### src/rtl/stm_audio_tx_if.sv
// ---------------------------------------------------------------------------
// stm_audio_tx_if
//
// Purpose: the parallel audio link from the FPGA to the STM32. One 16-bit
// sample is moved per 4-phase valid/ack handshake.
//
// Signals:
//   stm_audio_data   sample presented to the STM32
//   stm_audio_valid  high while stm_audio_data is stable and may be taken
//   stm_audio_ack    STM32 acknowledge, asynchronous to the FPGA clock
//
// Modports:
//   master  FPGA side (drives data/valid, receives ack)
//   slave   STM32 side (receives data/valid, drives ack)
// ---------------------------------------------------------------------------
`timescale 1ns/1ps

interface stm_audio_tx_if #(
    parameter int OUT_AUDIO_WIDTH = 16
);
    logic [OUT_AUDIO_WIDTH-1:0] stm_audio_data;
    logic                       stm_audio_valid;
    logic                       stm_audio_ack;

    modport master (
        output stm_audio_data,
        output stm_audio_valid,
        input  stm_audio_ack
    );

    modport slave (
        input  stm_audio_data,
        input  stm_audio_valid,
        output stm_audio_ack
    );
endinterface

### src/rtl/stm_audio_tx.sv
// ---------------------------------------------------------------------------
// stm_audio_tx
//
// Purpose: moves codec ADC capture samples from the Audio_Controller input
// side to the STM32. Each capture pair is popped from Audio_Controller,
// reduced to one 16-bit sample (upper bits of the selected channel), buffered
// in a small FIFO and presented on a parallel GPIO bus with a 4-phase
// valid/ack handshake.
//
// Ports:
//   clk                     system clock (CLOCK_50)
//   reset_n                 asynchronous active-low reset
//   left_channel_audio_in   left capture sample, valid while available
//   right_channel_audio_in  right capture sample
//   audio_in_available      Audio_Controller holds a capture pair
//   read_audio_in           one-cycle pop strobe to Audio_Controller
//   chan_sel                0 = left, 1 = right (quasi-static)
//   stm                     stm_audio_tx_if.master: data/valid out, ack in
//   overrun_cnt             samples dropped on a full FIFO (saturating)
//   timeout_cnt             samples abandoned on ack timeout (saturating)
//
// Optional feature:
//   STM_AUDIO_TX_MONO_MIX_EN  when defined, chan_sel is ignored and the
//                             stored sample is the mono mix (L+R)/2.
// ---------------------------------------------------------------------------
`timescale 1ns/1ps

module stm_audio_tx #(
    parameter int IN_AUDIO_WIDTH  = 32,
    parameter int OUT_AUDIO_WIDTH = 16,
    parameter int FIFO_DEPTH      = 4,
    parameter int ACK_TIMEOUT     = 4096
) (
    input  logic                      clk,
    input  logic                      reset_n,
    input  logic [IN_AUDIO_WIDTH-1:0] left_channel_audio_in,
    input  logic [IN_AUDIO_WIDTH-1:0] right_channel_audio_in,
    input  logic                      audio_in_available,
    output logic                      read_audio_in,
    input  logic                      chan_sel,
    stm_audio_tx_if.master            stm,
    output logic [7:0]                overrun_cnt,
    output logic [7:0]                timeout_cnt
);

    localparam int PTR_W = $clog2(FIFO_DEPTH);
    localparam int CNT_W = PTR_W + 1;
    localparam int TMO_W = $clog2(ACK_TIMEOUT + 1);

    localparam logic [CNT_W-1:0] FIFO_FULL_CNT = CNT_W'(FIFO_DEPTH);
    localparam logic [TMO_W-1:0] TMO_LAST      = TMO_W'(ACK_TIMEOUT - 1);

    typedef enum logic [1:0] {
        IDLE,
        SETUP,
        WAIT_ACK,
        WAIT_REL
    } state_t;

    // Capture strobe and ack synchroniser
    logic rd_q, rd_d;
    logic ack_meta_q, ack_meta_d;
    logic ack_s_q, ack_s_d;

    // Sample FIFO
    logic [OUT_AUDIO_WIDTH-1:0] mem_q [FIFO_DEPTH];
    logic [OUT_AUDIO_WIDTH-1:0] mem_d [FIFO_DEPTH];
    logic [PTR_W-1:0]           wr_ptr_q, wr_ptr_d;
    logic [PTR_W-1:0]           rd_ptr_q, rd_ptr_d;
    logic [CNT_W-1:0]           count_q, count_d;
    logic [7:0]                 overrun_q, overrun_d;

    logic fifo_empty;
    logic fifo_full;
    logic push;
    logic pop;

    // Handshake FSM state and its registered outputs
    state_t                     state_q;
    logic [OUT_AUDIO_WIDTH-1:0] data_q;
    logic                       valid_q;
    logic [TMO_W-1:0]           tmo_q;
    logic [7:0]                 timeout_q;

    logic [OUT_AUDIO_WIDTH-1:0] cap_sample;

    // -----------------------------------------------------------------------
    // Sample reduction: keep the top OUT_AUDIO_WIDTH bits so the sign bit
    // survives truncation.
    // -----------------------------------------------------------------------
`ifdef STM_AUDIO_TX_MONO_MIX_EN
    // One extra bit of headroom makes L+R exact; dropping the LSB of the sum
    // is the arithmetic shift right by one, so the mix can never wrap.
    logic [IN_AUDIO_WIDTH:0] mix_sum;
    logic                    unused_mix_bits;

    always_comb begin
        mix_sum = {left_channel_audio_in[IN_AUDIO_WIDTH-1], left_channel_audio_in}
                + {right_channel_audio_in[IN_AUDIO_WIDTH-1], right_channel_audio_in};
        cap_sample = mix_sum[IN_AUDIO_WIDTH -: OUT_AUDIO_WIDTH];
    end

    assign unused_mix_bits = ^{mix_sum[IN_AUDIO_WIDTH-OUT_AUDIO_WIDTH:0], chan_sel};
`else
    logic unused_low_bits;

    always_comb begin
        cap_sample = chan_sel ? right_channel_audio_in[IN_AUDIO_WIDTH-1 -: OUT_AUDIO_WIDTH]
                              : left_channel_audio_in[IN_AUDIO_WIDTH-1 -: OUT_AUDIO_WIDTH];
    end

    assign unused_low_bits = ^{left_channel_audio_in[IN_AUDIO_WIDTH-OUT_AUDIO_WIDTH-1:0],
                               right_channel_audio_in[IN_AUDIO_WIDTH-OUT_AUDIO_WIDTH-1:0]};
`endif

    // -----------------------------------------------------------------------
    // Next-state logic for the capture strobe, ack synchroniser and FIFO.
    // The strobe is never issued two cycles running so Audio_Controller has
    // a cycle to advance its show-ahead output after each pop. Captures
    // never stall: with the FIFO full and no pop in the same cycle the
    // sample is thrown away and counted.
    // -----------------------------------------------------------------------
    always_comb begin
        rd_d       = audio_in_available & ~rd_q;
        ack_meta_d = stm.stm_audio_ack;
        ack_s_d    = ack_meta_q;

        fifo_empty = (count_q == '0);
        fifo_full  = (count_q == FIFO_FULL_CNT);
        pop        = (state_q == IDLE) && !fifo_empty && !ack_s_q;
        push       = rd_q && (!fifo_full || pop);

        mem_d     = mem_q;
        wr_ptr_d  = wr_ptr_q;
        rd_ptr_d  = rd_ptr_q;
        count_d   = count_q;
        overrun_d = overrun_q;

        if (push) begin
            mem_d[wr_ptr_q] = cap_sample;
            wr_ptr_d        = wr_ptr_q + 1'b1;
        end

        if (pop) begin
            rd_ptr_d = rd_ptr_q + 1'b1;
        end

        if (push && !pop) begin
            count_d = count_q + 1'b1;
        end else if (!push && pop) begin
            count_d = count_q - 1'b1;
        end

        if (rd_q && !push && (overrun_q != 8'hFF)) begin
            overrun_d = overrun_q + 1'b1;
        end
    end

    always_ff @(posedge clk or negedge reset_n) begin
        if (!reset_n) begin
            rd_q       <= 1'b0;
            ack_meta_q <= 1'b0;
            ack_s_q    <= 1'b0;
            wr_ptr_q   <= '0;
            rd_ptr_q   <= '0;
            count_q    <= '0;
            overrun_q  <= '0;
            for (int i = 0; i < FIFO_DEPTH; i++) begin
                mem_q[i] <= '0;
            end
        end else begin
            rd_q       <= rd_d;
            ack_meta_q <= ack_meta_d;
            ack_s_q    <= ack_s_d;
            wr_ptr_q   <= wr_ptr_d;
            rd_ptr_q   <= rd_ptr_d;
            count_q    <= count_d;
            overrun_q  <= overrun_d;
            mem_q      <= mem_d;
        end
    end

    // -----------------------------------------------------------------------
    // Handshake FSM. A new sample is only loaded while the synchronised ack
    // is low, so valid can never rise on top of a still-held ack. Data is
    // loaded one cycle before valid rises to give the STM32 a full clock of
    // setup time, and it stays put until the next load in IDLE.
    // WAIT_REL deliberately has no timeout: the STM32 must release ack
    // before the next sample can be offered.
    // -----------------------------------------------------------------------
    always_ff @(posedge clk or negedge reset_n) begin
        if (!reset_n) begin
            state_q   <= IDLE;
            data_q    <= '0;
            valid_q   <= 1'b0;
            tmo_q     <= '0;
            timeout_q <= '0;
        end else begin
            case (state_q)
                IDLE: begin
                    if (pop) begin
                        data_q  <= mem_q[rd_ptr_q];
                        state_q <= SETUP;
                    end
                end
                SETUP: begin
                    valid_q <= 1'b1;
                    tmo_q   <= '0;
                    state_q <= WAIT_ACK;
                end
                WAIT_ACK: begin
                    if (ack_s_q) begin
                        valid_q <= 1'b0;
                        state_q <= WAIT_REL;
                    end else if (tmo_q == TMO_LAST) begin
                        valid_q <= 1'b0;
                        if (timeout_q != 8'hFF) begin
                            timeout_q <= timeout_q + 1'b1;
                        end
                        state_q <= WAIT_REL;
                    end else begin
                        tmo_q <= tmo_q + 1'b1;
                    end
                end
                WAIT_REL: begin
                    if (!ack_s_q) begin
                        state_q <= IDLE;
                    end
                end
                default: begin
                    state_q <= IDLE;
                end
            endcase
        end
    end

    assign read_audio_in       = rd_q;
    assign stm.stm_audio_data  = data_q;
    assign stm.stm_audio_valid = valid_q;
    assign overrun_cnt         = overrun_q;
    assign timeout_cnt         = timeout_q;

endmodule
### src/flat_wrapper.sv
// flat-port wrapper written by rule: the top's interface ports become plain ports
module stm_audio_tx_flat 
#(
    parameter int IN_AUDIO_WIDTH  = 32,
    parameter int OUT_AUDIO_WIDTH = 16,
    parameter int FIFO_DEPTH      = 4,
    parameter int ACK_TIMEOUT     = 4096
)
  (clk, reset_n, left_channel_audio_in, right_channel_audio_in, audio_in_available, read_audio_in, chan_sel, overrun_cnt, timeout_cnt, stm_stm_audio_data, stm_stm_audio_valid, stm_stm_audio_ack);
  stm_audio_tx_if #(.OUT_AUDIO_WIDTH(OUT_AUDIO_WIDTH)) stm_i ();
  input  logic clk;
  input  logic reset_n;
  input  logic [IN_AUDIO_WIDTH-1:0] left_channel_audio_in;
  input  logic [IN_AUDIO_WIDTH-1:0] right_channel_audio_in;
  input  logic audio_in_available;
  output logic read_audio_in;
  input  logic chan_sel;
  output logic [7:0] overrun_cnt;
  output logic [7:0] timeout_cnt;
  output wire logic [$bits(stm_i.stm_audio_data)-1:0] stm_stm_audio_data;
  output wire logic [$bits(stm_i.stm_audio_valid)-1:0] stm_stm_audio_valid;
  input wire logic [$bits(stm_i.stm_audio_ack)-1:0] stm_stm_audio_ack;
  assign stm_stm_audio_data = stm_i.stm_audio_data;
  assign stm_stm_audio_valid = stm_i.stm_audio_valid;
  assign stm_i.stm_audio_ack = stm_stm_audio_ack;
  stm_audio_tx #(.IN_AUDIO_WIDTH(IN_AUDIO_WIDTH), .OUT_AUDIO_WIDTH(OUT_AUDIO_WIDTH), .FIFO_DEPTH(FIFO_DEPTH), .ACK_TIMEOUT(ACK_TIMEOUT)) u_core (.clk(clk), .reset_n(reset_n), .left_channel_audio_in(left_channel_audio_in), .right_channel_audio_in(right_channel_audio_in), .audio_in_available(audio_in_available), .read_audio_in(read_audio_in), .chan_sel(chan_sel), .stm(stm_i), .overrun_cnt(overrun_cnt), .timeout_cnt(timeout_cnt));
endmodule
### config.mk
export PLATFORM = sky130hd
export DESIGN_NAME = stm_audio_tx_flat
export DESIGN_NICKNAME = d
export VERILOG_FILES = /design/src/rtl/stm_audio_tx_if.sv /design/src/rtl/stm_audio_tx.sv /design/src/flat_wrapper.sv
export SDC_FILE = /design/constraint.sdc
export NUM_CORES = 1
export LEC_CHECK = 0
export ABC_AREA = 1
export BUFFER_PORTS_ARGS = -buffer_cell sky130_fd_sc_hd__buf_2
export CORE_MARGIN = 10
export CORE_UTILIZATION = 60
export DETAILED_ROUTE_END_ITERATION = 12
export PLACE_DENSITY = 0.84
export SETUP_SLACK_MARGIN = 0.1
export SYNTH_ARGS = -nofsm -noshare
export SYNTH_HDL_FRONTEND = slang
export SYNTH_SLANG_ARGS = --single-unit
### constraint.sdc
create_clock -name clk -period 3.44 [get_ports clk]
set_input_delay 0.688 -clock clk [delete_from_list [all_inputs] [get_ports clk]]
set_output_delay 0.688 -clock clk [all_outputs]
set_load 0.01 [all_outputs]
# --- After elaboration in Yosys (flattened, before gate mapping) ---
# Cells that the tools add are included.
# W data, S select, Z words.
word_totals:
  ff_bits: 122
  inputBits: 69
  output_inout_bits: 34
  elab_cells: 86
classes:
  add_sub_neg: 7
  n_lt_le_gt_ge: 3
  n_eq_ne: 12
  mux: 20
  bitwise_logic: 5
  reduce_logical: 23
op_table:
  columns: ["cell", "count"]
  rows:
  - ["$bwmux W64", 1]
  - ["$mux W16", 4]
  - ["$bmux W16 S2", 1]
  - ["$demux W16 S2", 1]
  - ["$mux W13", 2]
  - ["$pmux W13 S2", 1]
  - ["$add A8 B1 Y8 const B", 2]
  - ["$ne A8 B8 Y1 const B", 2]
  - ["$add A13 B1 Y13 const B", 1]
  - ["$eq A13 B12 Y1 const B", 1]
  - ["$logic_and A1 B1 Y1", 8]
  - ["$mux W2", 4]
  - ["$pmux W2 S4", 1]
  - ["$ge A3 B3 Y1 const B", 2]
  - ["$mux W3", 2]
  - ["$ne A2 B2 Y1 const B", 3]
  - ["$not A2 Y3", 2]
  - ["$reduce_and A3 Y1", 2]
  - ["$logic_not A1 Y1", 5]
  - ["$add A2 B1 Y2 const B", 2]
  - ["$eq A2 B2 Y1 const B", 2]
  - ["$reduce_and A2 Y1", 2]
  - ["$reduce_and A4 Y1", 1]
  - ["$reduce_bool A2 Y1", 2]
  - ["other kinds (14)", 16]

# --- Logic depth before layout (Yosys ltp) ---
logic_depth:
  depth_word: 10
  mapped_depth: 14
  ltp_nobuf: 13

# --- Worst setup path before layout ---
# Ideal clock, no wire load.
synth_timing:
  path_kind: "reg-to-reg"
  from: "register u_core.state_q[0]"
  to: "register u_core.count_q[1]"
  setup_ns: 0.125
  arrival_ns: 1.951
  t_required_ns: 3.315
  setup_slack_ns: 1.364
  stages_incl_launch_ff: 12
  path_buffers: 1
  period_less_slack_ns: 2.076
  path_cell_list: "dfrtp_1 inv_1 ha_1 nand2_1 nand3_1 nand2_1 buf_6 inv_1 ha_1 inv_1 fa_1 mux2_2"
synth_between:
  elab_cells_between_ends: 11
  cone_classes: "mux (1); reduce/logical (10)"
synth_rtl:
  columns: ["item", "line_no", "rtl"]
  rows:
  - ["start, declared", "stm_audio_tx.sv:79", "state_t state_q;"]
  - ["start signal, assigned", "stm_audio_tx.sv:193", "state_q <= IDLE;"]
  - ["start signal, assigned", "stm_audio_tx.sv:203", "state_q <= SETUP;"]
  - ["start signal, assigned", "stm_audio_tx.sv:209", "state_q <= WAIT_ACK;"]
  - ["$logic_not A2 Y1", "stm_audio_tx.sv:130", "pop = (state_q == IDLE) && !fifo_empty && !ack_s_q;"]
  - ["$logic_and A1 B1 Y1 (2 in a row)", "stm_audio_tx.sv:130", null]
  - ["$logic_or A1 B1 Y1", "stm_audio_tx.sv:131", "push = rd_q && (!fifo_full || pop);"]
  - ["$logic_and A1 B1 Y1", "stm_audio_tx.sv:131", null]
  - ["named net u_core.push", "stm_audio_tx.sv:75", "logic push;"]
  - ["$logic_and A1 B1 Y1", "stm_audio_tx.sv:148", "if (push && !pop) begin"]
  - ["$mux W3", "stm_audio_tx.sv:148", null]
  - ["named net u_core.count_d[1]", "stm_audio_tx.sv:70", "logic [CNT_W-1:0] count_q, count_d;"]
  - ["end signal, assigned", "stm_audio_tx.sv:177", "count_q <= count_d;"]
  - ["end, declared", "stm_audio_tx.sv:70", null]
# The timed path passes the listed nets, and every way through them passes these cells.
# A chain may end at the register's enable or synchronous reset.

# --- Worst setup path in the final report ---
layout_timing:
  from: "register u_core.state_q[0]"
  to: "register u_core.mem_q[40] (netlist name)"
layout_between:
  elab_chain_len: 5
layout_rtl:
  columns: ["item", "line_no", "rtl"]
  rows:
  - ["$logic_not A2 Y1", "stm_audio_tx.sv:130", null]
  - ["$logic_and A1 B1 Y1 (2 in a row)", "stm_audio_tx.sv:130", null]
  - ["$logic_or A1 B1 Y1", "stm_audio_tx.sv:131", null]
  - ["$logic_and A1 B1 Y1", "stm_audio_tx.sv:131", null]
  - ["end signal, assigned", "stm_audio_tx.sv:179", "mem_q <= mem_d;"]
  - ["end, declared", "stm_audio_tx.sv:66", "logic [OUT_AUDIO_WIDTH-1:0] mem_q [FIFO_DEPTH];"]
# No other way between the ends.

==> results.yml <==
synthesis:
  synthTopCellsByArea: "dfrtp_1 (51%), nand2_1 (11%), o21ai_0 (8.5%), inv_1 (4.1%), mux2_2 (3.2%)"
  async_flop_share: 1.00
  ys_ff_latch: 122
  yosys.area.top_type: "dfrtp_1"
  synth_top_family_by_area: "simple AND/OR/NAND/NOR gates"
  avgSynthCellArea_sq_um: 8.67
  syn_inst: 696
  yosysMostFrequentCell: "nand2_1"
  synth-xor-area-share: 0.0334
  netlist_area_sq_mm: 0.00603
  synthTopCellsByCount: "nand2_1 (174), dfrtp_1 (122), o21ai_0 (103)"
  muxShareOfSynthArea: 0.0317
  ys.flop_type: "dfrtp_1"
  ys_seq_area_frac: 0.506
  synth_compound_area_frac: 0.149
  synth-edff-count: 0
  yosys.area_share.simple: 0.185
  syn-num-nets: 777
  ys.warnings.count: 0
  synth_top_area_frac: 0.506
  ys_types: 33
  synthAdderAreaFrac: 0.0261
drt:
  first_pass_iters: 5
  drtAntennaViolNets: 0
  drcViolationCount: 0
  via_count: 5061
  wirelength_microns: 14300
  wire_per_inst_microns: 15.8
  viasPerCell: 5.58
  drt-initial-drc-count: 378
sta:
  max_freq_ghz: 0.456
  drv_slew: 0
  clock_skew_ns: 0.00681
  relSlewSlack: 0.266
  min_period_over_period: 0.637
  fin_tns_setup_ns: 0
  worstMarginPinSlew_ns: 1.10
  setup-violations-final: 0
  rsz0062_at_grt: "no"
  hold_violations: 0
  fin_crit_ns: 2.19
pwr:
  pwr_density_cell_mw_per_mm2: 856
  switching_share: 0.376
  switchingPower_w: 0.00227
  p_int_w: 0.00377
  ir_drop_v: 0.000457
  combinationalPowerShare: 0.328
  seqPwrFrac: 0.375
  p_clk_frac: 0.297
  leakage_nw: 3.32
final_layout:
  area_growth_pct: 17.0
  final_cell_area_sq_mm: 0.00706
  antennaDiodeCount: 0
  final_layout_size_suffix_gt1_frac: 0.203
  final_nets: 842
clock_tree:
  postCtsSetupBuffers: 0
  tritoncts: "done"
  clk_path_buf_depth: 2
  root_buffer: "clkbuf_8"
  clock_sinks: 122
  cts.clk_slew.worst_paths_ns: 0.06
  clk_latency_ns: 0.51
  cts_inserted_buffers: 17
  cts-resized-gates: 0
  hold_buffers: 0
  h-tree-depth: 4
floorplanning:
  rows: 36
  core_sq_mm: 0.00977
  pin_count: 103
  start_util: 0.617
  die_x_microns: 120
  die_h_microns: 120
  dieArea_sq_mm: 0.0145
setup_path:
  crit_type: "reg2reg"
  rr_worst_depth: 9
  worstPathArrival_ns: 2.57
  cp-end-kind: "flip-flop"
  cp.required_ns: 3.82
  crit_fanout: 37
  crit_path_start_kind: "flip-flop"
  crit_chain: "inv_1, ha_1, nand2_1, nand3_1, nand2_1, buf_4, nor2_2, buf_4, o21ai_0"
  crit_slowest_cell: "dfrtp_1"
  crit_path_max_incr_delay_ns: 0.40
grt:
  grt_antenna_before_repair: 0
  gr-total-overflow: 0
  grt_max_degree: 48
  grt_pass1_vias: 5165
  grt_use_total: 0.200
  grt_pass1_wl_microns: 23900
min_path:
  hold_class: "in2async"
placement:
  place_congestion: 0.817
  portBuffers: 70
  detailed_place_hpwl_microns: 8950
  place_area_sq_mm: 0.00645
job:
  maxCapViolCount: 0
status:
  status: "completed"
-- worst paths after layout --
path / startpoint / end / slack, ns
min in group clk: stm_stm_audio_ack / u_core.ack_meta_q / 0.28
min: reset_n / u_core.stm.stm_audio_data[3] / 0.18
min reg2reg: u_core.ack_meta_q / u_core.ack_s_q / 0.36
max reg2reg: u_core.state_q[0] / u_core.mem_q[40] / 1.25
max: u_core.state_q[0] / u_core.mem_q[40] / 1.25
max in group asynchronous: reset_n / u_core.mem_q[57] / 2.41
-- area by class of cell --
cell class	count	area (sq um)
Sequential cell	122	3050
Fill cell	718	2720
Multi-Input combinational cell	475	2560
Timing Repair Buffer	77	418
Clock buffer	17	414
Inverter	68	255
Clock inverter	15	193
Tap cell	133	166
-- cell usage in the layout, fill, tap and decap left out, drive strengths merged, types with 2 or more instances in the layout --
cell type / instances
o21ai: 116
ha: 11
xnor2: 8
inv: 71
a31oi: 16
clkinv: 5
buf: 77
nor2: 45
nand4: 2
clkbuf: 17
a21oi: 34
xor2: 15
bufinv: 3
nand3: 15
mux2: 17
dfrtp: 122
clkinvlp: 4
nand2: 185
nor3: 4
nand3b: 3
-- metrics by stage --
step / std cells / hold WS (ns) / utilization / setup slack [ns] / total power [W]
floorplan: 696 / 0.331 / - / 1.36 / 0.00364
global placement: 875 / 0.337 / 0.660 / 1.39 / 0.00404
detailed placement: 875 / 0.347 / 0.660 / 1.30 / 0.00418
CTS: 907 / 0.185 / 0.722 / 1.25 / 0.00604
global route: 907 / 0.205 / 0.722 / 1.03 / 0.00644
finish: 907 / 0.181 / 0.722 / 1.25 / 0.00604
-- cells by family (layout without fill, tap and decap cells) --
group,count (synthesis),count (layout)
and+or+nand+nor,255,255
DFF,122,122
AOI/OAI and AO/OA,168,168
muxes,17,17
buffers and inverters,99,177
xor gates and xnor gates,23,23
adders and majority gates,12,12
-- metal layers --
layer  vias up  share of wire  track usage  routed length [microns]
li1       2387              -            -                        -
met1      2447           0.39        0.226                     5540
met2       193           0.52        0.349                     7460
met3        34          0.069       0.0558                      993
met4         0          0.023       0.0860                      325
met5         -              0            0                        0
-- registers in the layout, indices dropped and copies added (netlist names) --
| name | flops |
|---|---|
| u_core.mem_q | 64 |
| u_core.stm.stm_audio_data | 16 |
| u_core.tmo_q | 13 |
| u_core.overrun_cnt | 8 |
| u_core.timeout_cnt | 8 |
| u_core.count_q | 3 |
| u_core.rd_ptr_q | 2 |
| u_core.state_q | 2 |
| u_core.wr_ptr_q | 2 |
| u_core.ack_meta_q | 1 |
| u_core.ack_s_q | 1 |
| u_core.read_audio_in | 1 |
| u_core.stm.stm_audio_valid | 1 |
-- power groups by stage --
stage / combinational, W / sequential [W] / clock (W)
CTS: 0.00198 / 0.00226 / 0.00181
finish: 0.00198 / 0.00226 / 0.00180
floorplan: 0.00138 / 0.00226 / 0
detailed placement: 0.00192 / 0.00227 / 0
global route: 0.00224 / 0.00232 / 0.00188
global placement: 0.00181 / 0.00223 / 0
-- worst max-delay path, delay by kind of cell (launching register included) --
kind                     cells  cell delay, ns
buffers and inverters        3            0.68
AND/OR/NAND/NOR              4            0.62
flip-flops                   1            0.40
adder cells (fa/ha/maj)      1            0.21
AO/OA/AOI/OAI                1            0.13
Power figures use the tool's default switching activity.
